$ cat src/rtl/dma_copy.sv
// Single-channel word-copy DMA: register-port responder for setup/status and a
// one-outstanding-transaction bus initiator that copies LEN words SRC -> DST.
module dma_copy (
    input  logic        clk_i,
    input  logic        rst_ni,
    input  logic        dma_req_i,
    input  logic        dma_we_i,
    input  logic [3:0]  dma_be_i,
    input  logic [31:0] dma_addr_i,
    input  logic [31:0] dma_wdata_i,
    output logic        dma_rvalid_o,
    output logic [31:0] dma_rdata_o,
    output logic        dma_err_o,
    output logic        host_req_o,
    output logic        host_we_o,
    output logic [3:0]  host_be_o,
    output logic [31:0] host_addr_o,
    output logic [31:0] host_wdata_o,
    input  logic        host_gnt_i,
    input  logic        host_rvalid_i,
    input  logic [31:0] host_rdata_i,
    input  logic        host_err_i,
    output logic        dma_intr_o
);
    typedef enum logic [2:0] {IDLE, RD_REQ, RD_WAIT, WR_REQ, WR_WAIT} state_t;

    localparam logic [7:0] OFF_SRC = 8'h00, OFF_DST = 8'h01, OFF_LEN = 8'h02,
                           OFF_CTRL = 8'h03, OFF_STATUS = 8'h04, OFF_REMAIN = 8'h05;

    state_t      state;
    logic [31:0] src, dst, cur_src, cur_dst, buffer;
    logic [15:0] len, remain;
    logic        irq_en, done, err;
    logic        busy, wr, start, unmapped;
    logic [7:0]  sel;
    logic [31:0] rd_data, merged;
    logic        unused_addr;

    assign busy         = (state != IDLE);
    assign sel          = dma_addr_i[9:2];
    assign wr           = dma_req_i && dma_we_i;
    assign start        = wr && (sel == OFF_CTRL) && dma_be_i[0] && dma_wdata_i[0];
    assign dma_intr_o   = irq_en && done;
    assign host_wdata_o = buffer;
    assign unused_addr  = ^{dma_addr_i[31:10], dma_addr_i[1:0]};

    always_comb begin
        rd_data  = '0;
        unmapped = 1'b0;
        case (sel)
            OFF_SRC:    rd_data = src;
            OFF_DST:    rd_data = dst;
            OFF_LEN:    rd_data = {16'h0, len};
            OFF_CTRL:   rd_data = {30'h0, irq_en, 1'b0};
            OFF_STATUS: rd_data = {29'h0, err, done, busy};
            OFF_REMAIN: rd_data = {16'h0, remain};
            default:    unmapped = 1'b1;
        endcase
    end

    // Byte-enable merge of write data over the register's current contents.
    always_comb begin
        merged = rd_data;
        for (int b = 0; b < 4; b++)
            if (dma_be_i[b]) merged[b*8 +: 8] = dma_wdata_i[b*8 +: 8];
    end

    always_ff @(posedge clk_i) begin
        if (!rst_ni) begin
            state        <= IDLE;
            src          <= '0;
            dst          <= '0;
            len          <= '0;
            remain       <= '0;
            cur_src      <= '0;
            cur_dst      <= '0;
            buffer       <= '0;
            irq_en       <= 1'b0;
            done         <= 1'b0;
            err          <= 1'b0;
            dma_rvalid_o <= 1'b0;
            dma_rdata_o  <= '0;
            dma_err_o    <= 1'b0;
            host_req_o   <= 1'b0;
            host_we_o    <= 1'b0;
            host_be_o    <= '0;
            host_addr_o  <= '0;
        end else begin
            dma_rvalid_o <= dma_req_i;
            dma_err_o    <= dma_req_i && unmapped;
            dma_rdata_o  <= (dma_req_i && !dma_we_i) ? rd_data : '0;

            if (wr) begin
                case (sel)
                    OFF_SRC:    if (!busy) src <= {merged[31:2], 2'b00};
                    OFF_DST:    if (!busy) dst <= {merged[31:2], 2'b00};
                    OFF_LEN:    if (!busy) len <= merged[15:0];
                    OFF_CTRL:   if (dma_be_i[0]) irq_en <= dma_wdata_i[1];
                    OFF_STATUS: if (dma_be_i[0]) begin
                        if (dma_wdata_i[1]) done <= 1'b0;
                        if (dma_wdata_i[2]) err  <= 1'b0;
                    end
                    default: ;
                endcase
            end

            // FSM updates come after register writes so hardware set of done/err wins over W1C.
            case (state)
                IDLE: if (start) begin
                    if (len == 16'd0) begin
                        done <= 1'b1;
                    end else begin
                        cur_src     <= src;
                        cur_dst     <= dst;
                        remain      <= len;
                        done        <= 1'b0;
                        err         <= 1'b0;
                        state       <= RD_REQ;
                        host_req_o  <= 1'b1;
                        host_we_o   <= 1'b0;
                        host_be_o   <= 4'hF;
                        host_addr_o <= src;
                    end
                end
                RD_REQ: if (host_gnt_i) begin
                    state      <= RD_WAIT;
                    host_req_o <= 1'b0;
                    host_be_o  <= '0;
                end
                RD_WAIT: if (host_rvalid_i) begin
                    buffer <= host_rdata_i;
                    if (host_err_i) begin
                        err   <= 1'b1;
                        state <= IDLE;
                    end else begin
                        state       <= WR_REQ;
                        host_req_o  <= 1'b1;
                        host_we_o   <= 1'b1;
                        host_be_o   <= 4'hF;
                        host_addr_o <= cur_dst;
                    end
                end
                WR_REQ: if (host_gnt_i) begin
                    state      <= WR_WAIT;
                    host_req_o <= 1'b0;
                    host_we_o  <= 1'b0;
                    host_be_o  <= '0;
                end
                WR_WAIT: if (host_rvalid_i) begin
                    if (host_err_i) begin
                        err   <= 1'b1;
                        state <= IDLE;
                    end else begin
                        cur_src <= cur_src + 32'd4;
                        cur_dst <= cur_dst + 32'd4;
                        remain  <= remain - 16'd1;
                        if (remain == 16'd1) begin
                            done  <= 1'b1;
                            state <= IDLE;
                        end else begin
                            state       <= RD_REQ;
                            host_req_o  <= 1'b1;
                            host_we_o   <= 1'b0;
                            host_be_o   <= 4'hF;
                            host_addr_o <= cur_src + 32'd4;
                        end
                    end
                end
                default: state <= IDLE;
            endcase
        end
    end
endmodule

$ cat config.mk
export PLATFORM = sky130hd
export DESIGN_NAME = dma_copy
export DESIGN_NICKNAME = d
export VERILOG_FILES = /design/src/rtl/dma_copy.sv
export SDC_FILE = /design/constraint.sdc
export NUM_CORES = 1
export LEC_CHECK = 0
export CORE_MARGIN = 4
export CORE_UTILIZATION = 30
export CTS_CLUSTER_DIAMETER = 30
export DETAILED_ROUTE_END_ITERATION = 7
export GPL_TIMING_DRIVEN = 0
export HOLD_SLACK_MARGIN = 0.15
export MAX_ROUTING_LAYER = met4
export PLACE_DENSITY = 0.53
export SLEW_MARGIN = 20
export SYNTH_ARGS = -nofsm -noshare
export SYNTH_HDL_FRONTEND = slang
export SYNTH_SLANG_ARGS = --single-unit
$ cat constraint.sdc
create_clock -name clk_i -period 2.2 [get_ports clk_i]
set_clock_uncertainty 0.2 [all_clocks]
set_input_delay 0.33 -clock clk_i [delete_from_list [all_inputs] [get_ports clk_i]]
set_output_delay 0.33 -clock clk_i [all_outputs]
set_load 0.02 [all_outputs]
==> impl_metrics.env, run 1 <==
export IMPL_first_global_vias=14900
export IMPL_synth_seq_cells=257
export IMPL_clock_insertion_delay_worst_skew_ns=0.60
export IMPL_route_detailed_wl_per_inst_um=24.5
export IMPL_layout_nets=2129
export IMPL_tritoncts_num_buffers=73
export IMPL_worst_path_max_fanout=9
export IMPL_first_pass_iters=5
export IMPL_hpwl_detailed_um=43000
export IMPL_cp_data_arrival_time_ns=2.74
export IMPL_worstSetupPathType="flip-flop to flip-flop"
export IMPL_utilization=0.510
export IMPL_grt_use_total=0.271
export IMPL_powerDensity_nw_per_um2=747
export IMPL_cts_sinks=257
export IMPL_max_slew_worst_pin_slew_ns=1.14
export IMPL_drt_drc=0
export IMPL_start_util=0.305
export IMPL_worst_r2r_cell_count=10
export IMPL_syn_area_per_cell_um2=7.84
export IMPL_die_h_um=215
export IMPL_globalplace_congestion=0.982
export IMPL_number_of_diodes_added_for_antenna_fixing=0
export IMPL_period_share=1.13
export IMPL_die_width_um=215
export IMPL_grt_pass1_wl_um=94300
export IMPL_cellLeakagePower_nw=7.65
export IMPL_ys_seq_area_frac=0.401
export IMPL_timing_max_slew_rel_slack=0.240
export IMPL_ir_drop_v=0.000480
export IMPL_place_port_buffers=184
export IMPL_clock_tree_from_tritoncts="yes"
export IMPL_synth_cell_types=82
export IMPL_met1_usage=0.345
export IMPL_nFillCells=3841
export IMPL_layout_min_cycle_time_ns=2.48
export IMPL_rsz0062_at_grt="true"
export IMPL_met2_global_route_usage=0.414
export IMPL_via_count=15200
export IMPL_post_route_cell_area_um2=21500
export IMPL_core_region_area_um2=42100
export IMPL_htree_num_levels=3
export IMPL_synth_warning_count=0
export IMPL_die_area_um2=46200
export IMPL_final_cell_mix="sky130_fd_sc_hd__dfxtp_1 (231), sky130_fd_sc_hd__nand2_1 (195), sky130_fd_sc_hd__clkdlybuf4s50_1 (171)"
export IMPL_status="complete, but fails checks"
export IMPL_grt_start_max_net_pins=11
export IMPL_hold_path_cell_count=5
export IMPL_timing_hold_violations_final=0
export IMPL_grt_most_used_layer="met2"
export IMPL_cts_root_buffer_cell="sky130_fd_sc_hd__clkbuf_16"
export IMPL_rows=75
export IMPL_clockBufferDepth=3
export IMPL_timing_critical_path_to_type="flip-flop"
export IMPL_layout_drive_gt1_share=0.293
export IMPL_failed_checks="negative setup slack"
export IMPL_cap_viol_max_count=0
export IMPL_area_growth_synth_to_final_pct=67.3
export IMPL_final_critical_path_setup_slack_ns=-0.278
export IMPL_synthesis_nets=1749
export IMPL_async_reset_ff_frac=0
export IMPL_route_final_wire_length_um=64000
export IMPL_drt_iter0_markers=1680
export IMPL_setup_viol_count_final=110
export IMPL_timing_max_transition_violations_final=0
export IMPL_dominantRegCellSynth="sky130_fd_sc_hd__dfxtp_1"
export IMPL_crit_required_ns=2.47
export IMPL_antenna_found_initial=0
export IMPL_drtAntennaViolNets=0
export IMPL_most_frequent_standard_cell_in_the_layout_excluding_fill_and_tap_cells="sky130_fd_sc_hd__dfxtp_1"
export IMPL_clk_pin_slew_worst_paths_ns=0.05
export IMPL_synthesis_instances=1638
export IMPL_boundaryPins=212
export IMPL_synth_edff_count=0
export IMPL_hold_class="input pin to flip-flop"
export IMPL_grt_remaining_overflow=0
export IMPL_synth_cell_area_um2=12800
export IMPL_grt_util_met3=0.0626
export IMPL_route_detailed_vias_per_inst=5.82
export IMPL_clock_fmax_mhz=404
export IMPL_place_area_um2=15500
export IMPL_timing_critical_path_from_type="flip-flop"
[what timing repair did]
| action | in CTS | in global routing |
|---|---|---|
| setup endpoints to repair | 255 | 219 |
| setup buffers | 66 | 21 |
| hold buffers | 34 | 1 |
| cloned | 22 | 1 |
| pin swaps | 63 | 52 |
| resized for setup | 419 | 200 |
| endpoints found under the hold margin | 50 | 1 |
[cells in the mapped netlist (all sizes together), types with 8 or more instances]
library cell / n / area, µm²
a211oi: 8 / 60.1
a21oi: 148 / 741
a221oi: 9 / 78.8
a22o: 17 / 149
a22oi: 27 / 203
a31oi: 29 / 181
and2: 8 / 52.6
and3: 13 / 82.6
buf: 53 / 315
clkbuf: 93 / 352
dfxtp: 257 / 5140
inv: 15 / 56.3
mux2i: 21 / 210
nand2: 214 / 813
nand2b: 29 / 181
nand3: 131 / 656
nand3b: 16 / 120
nand4: 33 / 213
nor2: 117 / 439
nor2b: 19 / 119
nor3: 20 / 134
nor4: 15 / 124
o211ai: 12 / 90.1
o21a: 9 / 67.6
o21ai: 151 / 763
o22ai: 9 / 56.3
o311ai: 13 / 114
o31ai: 26 / 195
o32ai: 9 / 78.8
or3: 10 / 82.6
xnor2: 22 / 193
[flip-flops by register name (all words and copies together), names as in the netlist, 3 cells and up]
signal and cells:
host_wdata_o 32, host_addr_o 31, src 30, len 16
dma_rdata_o 32, cur_src 30, state 3, remain 16
cur_dst 30, dst 30
[logic make-up after synthesis]
logic type,Yosys count,synth area share
buffers and inverters,162,0.0566
multiplexers,22,0.0172
XOR/XNOR,26,0.0177
AND/OR/NAND/NOR,651,0.253
adder cells (fa/ha/maj),4,0.00390
flip-flops,257,0.401
AO/OA/AOI/OAI,516,0.251
[power by group]
| part | switching (mW) | internal [mW] |
|---|---|---|
| clock | 3.32 | 7.49 |
| combinational | 0.329 | 0.244 |
| sequential | 0.00175 | 4.67 |
[path summary, 6_finish.rpt]
kind | end | slack (ns) | startpoint
setup reg to reg | host_addr_o[19] | -0.28 | remain[7]
setup / recovery | host_addr_o[19] | -0.28 | remain[7]
hold reg to reg | host_wdata_o[18] | 0.25 | host_wdata_o[18]
hold / removal | len[1] | 0.21 | dma_addr_i[6]
[worst max-delay path, stage by stage (launching register included)]
cell and delay [ns]:
sky130_fd_sc_hd__dfxtp_4 0.35, sky130_fd_sc_hd__or4_4 0.54, sky130_fd_sc_hd__nor4_4 0.21, sky130_fd_sc_hd__buf_4 0.18, sky130_fd_sc_hd__and3_4 0.21, sky130_fd_sc_hd__nor3_4 0.04
sky130_fd_sc_hd__buf_12 0.16, sky130_fd_sc_hd__buf_4 0.14, sky130_fd_sc_hd__buf_8 0.13, sky130_fd_sc_hd__o21ai_4 0.14, sky130_fd_sc_hd__a31oi_4 0.04
[routing by layer]
layer  up-vias  wire, µm
met1      7247     25500
met4         0      2970
li1       6803         -
met5         -         0
met2       962     29000
met3       210      6620
[per-stage QoR]
step	power [mW]	setup TNS, ns	hold slack [ns]	worst slack (ns)	instances
after floorplan	4.95	-3.77	0.249	-0.126	1638
after global placement	5.22	-250.18	0.242	-1.40	2361
after detailed placement	5.23	-247.16	0.247	-1.38	2361
after CTS	16.1	-14.43	0.163	-0.199	2606
after global routing	16.4	-22.99	0.229	-0.318	2615
final	16.0	-15.98	0.212	-0.278	2615
[area by class of cell]
| class | count | area (µm²) | share of cell area |
|---|---|---|---|
| plain buffers | 137 | 1120 | 0.0523 |
| clock buffers | 92 | 1970 | 0.0916 |
| clock inverters | 41 | 536 | 0.0249 |
| inverters | 16 | 60.1 | 0.00279 |
| multi-input cells | 1220 | 8560 | 0.398 |
| flip-flops and latches | 257 | 5200 | 0.242 |
| well taps | 539 | 674 | 0.0314 |
| repair buffers | 313 | 3380 | 0.157 |
Note: power is estimated with default switching activity, not from simulation.
==> run 2, diff against run 1 <==
--- a/config.mk
+++ b/config.mk
@@ -5,6 +5,7 @@
 export SDC_FILE = /design/constraint.sdc
 export NUM_CORES = 1
 export LEC_CHECK = 0
+export CAP_MARGIN = 30
 export CORE_MARGIN = 4
 export CORE_UTILIZATION = 30
 export CTS_CLUSTER_DIAMETER = 30
==> run 2 against run 1 <==
The flow still finishes with violations (negative setup slack). Non-clock buffer count decreased by 39. Combinational power decreased by 2%. Fmax increased by 3.6%. Wire length decreased by 4.7%. Clock-buffer cell count decreased by 7. Critical endpoint is now remain[13]. Largest cell class unchanged.
==> impl_metrics.env, run 2 (synthesized netlist as in run 1, its figures left out) <==
export IMPL_status="complete, but fails checks"
export IMPL_failed_checks="negative setup slack"
export IMPL_worst_path_max_fanout=6
export IMPL_timing_critical_path_from_type="flip-flop"
export IMPL_worst_r2r_cell_count=6
export IMPL_place_port_buffers=184
export IMPL_max_slew_worst_pin_slew_ns=1.04
export IMPL_route_met3_wl_um=5630
export IMPL_boundaryPins=212
export IMPL_drtAntennaViolNets=0
export IMPL_number_of_diodes_added_for_antenna_fixing=0
export IMPL_nFillCells=4017
export IMPL_rsz0062_at_grt="true"
export IMPL_route_detailed_vias_per_inst=5.78
export IMPL_first_global_vias=14300
export IMPL_r2r_end="remain[13]"
export IMPL_clock_insertion_delay_worst_skew_ns=0.59
export IMPL_grt_use_total=0.259
export IMPL_setup_viol_count_final=111
export IMPL_antenna_found_initial=0
export IMPL_crit_required_ns=2.45
export IMPL_crit_path_end="remain[13]"
export IMPL_cellLeakagePower_nw=7.00
export IMPL_timing_hold_violations_final=0
export IMPL_detailroute_wirelength_met2_um=27300
export IMPL_drt_iter0_markers=1646
export IMPL_clk_pin_slew_worst_paths_ns=0.05
export IMPL_most_frequent_standard_cell_in_the_layout_excluding_fill_and_tap_cells="sky130_fd_sc_hd__dfxtp_1"
export IMPL_ir_drop_v=0.000619
export IMPL_via_count=14800
export IMPL_cp_data_arrival_time_ns=2.64
export IMPL_layout_nets=2086
export IMPL_timing_max_slew_rel_slack=0.307
export IMPL_route_final_wire_length_um=61000
export IMPL_final_hold_worst_slack_ns=0.209
export IMPL_timing_max_transition_violations_final=0
export IMPL_period_share=1.09
export IMPL_topRoutingLayerUsed="met4"
export IMPL_utilization=0.474
export IMPL_setup_worst_path_start="remain[0]"
export IMPL_hold_path_cell_count=3
export IMPL_final_cell_mix="sky130_fd_sc_hd__dfxtp_1 (232), sky130_fd_sc_hd__nand2_1 (201), sky130_fd_sc_hd__clkdlybuf4s50_1 (172)"
export IMPL_grt_remaining_overflow=0
export IMPL_cts_root_buffer_cell="sky130_fd_sc_hd__clkbuf_16"
export IMPL_r2r_setup_slack_ns=-0.19
export IMPL_grt_start_max_net_pins=11
export IMPL_die_h_um=215
export IMPL_clock_fmax_mhz=418
export IMPL_grt_pass1_wl_um=90300
export IMPL_clock_tree_from_tritoncts="yes"
export IMPL_worstSetupPathType="flip-flop to flip-flop"
export IMPL_clockBufferDepth=3
export IMPL_cts_sinks=257
export IMPL_dpl_worst_slack_ns=-1.37
export IMPL_final_critical_path_setup_slack_ns=-0.193
export IMPL_first_pass_iters=6
export IMPL_htree_num_levels=3
export IMPL_place_area_um2=15500
export IMPL_cap_viol_max_count=0
export IMPL_core_region_area_um2=42100
export IMPL_powerDensity_nw_per_um2=789
export IMPL_globalplace_congestion=0.982
export IMPL_start_util=0.305
export IMPL_die_area_um2=46200
export IMPL_die_width_um=215
export IMPL_area_growth_synth_to_final_pct=55.3
export IMPL_hold_class="input pin to flip-flop"
export IMPL_setup_tns_ns=-10.79
export IMPL_layout_min_cycle_time_ns=2.39
export IMPL_timing_critical_path_to_type="flip-flop"
export IMPL_rows=75
export IMPL_tritoncts_num_buffers=69
export IMPL_timing_rr_start="remain[0]"
export IMPL_wirelength_met1_um=25400
export IMPL_post_route_cell_area_um2=20000
export IMPL_layout_drive_gt1_share=0.228
export IMPL_drt_drc=0
export IMPL_route_detailed_wl_per_inst_um=23.8
export IMPL_hpwl_detailed_um=43100
-- run 2: changes by cell type in the layout (fill, tap and decap cells not counted), sizes merged --
| cell | change |
|---|---|
| buf | -28 |
| bufinv | -1 |
| clkbuf | -14 |
| clkdlybuf4s50 | +1 |
| clkinv | -6 |
| dlygate4sd2 | -3 |
| dlymetal6s2s | -1 |
| dlymetal6s4s | -1 |
| inv | +5 |
-- run 2: final cells by class --
class / count / area (µm²) / area share
buffer: 139 / 1060 / 0.0531
multi-input combinational: 1220 / 7800 / 0.391
tap: 539 / 674 / 0.0338
clock buffer: 85 / 1900 / 0.0951
clock inverter: 39 / 541 / 0.0271
sequential: 257 / 5190 / 0.260
inverter: 16 / 60.1 / 0.00301
timing repair buffer: 272 / 2730 / 0.137
-- run 2: worst min-delay path by stage --
stage | from | endpoint | slack (ns)
after floorplan | cur_dst[31] | cur_dst[31] | 0.25
after global placement | host_wdata_o[21] | host_wdata_o[21] | 0.24
after detailed placement | host_wdata_o[18] | host_wdata_o[18] | 0.25
after CTS | dma_addr_i[9] | err | 0.19
after global routing | dma_be_i[2] | dst[23] | 0.26
final | dma_be_i[2] | dst[21] | 0.21
-- run 2: metal layers --
layer,vias to the layer above,GRT usage
met1,7148,0.333
met3,181,0.0535
met2,797,0.397
met5,-,-
met4,0,0.110
li1,6699,-
-- run 2: critical path: stages (launching register included) --
cell and delay (ns):
sky130_fd_sc_hd__dfxtp_2 0.36, sky130_fd_sc_hd__or4_4 0.55, sky130_fd_sc_hd__or3_4 0.35, sky130_fd_sc_hd__or3_4 0.37
sky130_fd_sc_hd__o31a_1 0.24, sky130_fd_sc_hd__o21ai_1 0.11, sky130_fd_sc_hd__a21oi_1 0.08
-- run 2: repair_timing --
item / CTS / global route
hold endpoints to repair: 50 / 0
gates resized for setup: 293 / 113
gates cloned: 5 / 1
setup endpoints to repair: 255 / 233
pin swaps: 38 / 21
hold buffers: 34 / 0
setup buffers: 41 / 7
-- run 2: power by group --
| group | switching, mW | internal, mW |
|---|---|---|
| clock network | 3.28 | 7.22 |
| registers | 0.00167 | 4.67 |
| logic | 0.317 | 0.242 |
-- run 2: per-stage QoR --
step / total power [mW] / std cells
4_1_cts: 15.8 / 2560
2_1_floorplan: 4.95 / 1638
3_3_place_gp: 5.22 / 2361
3_5_place_dp: 5.22 / 2363
5_1_grt: 16.1 / 2567
6_report: 15.7 / 2567
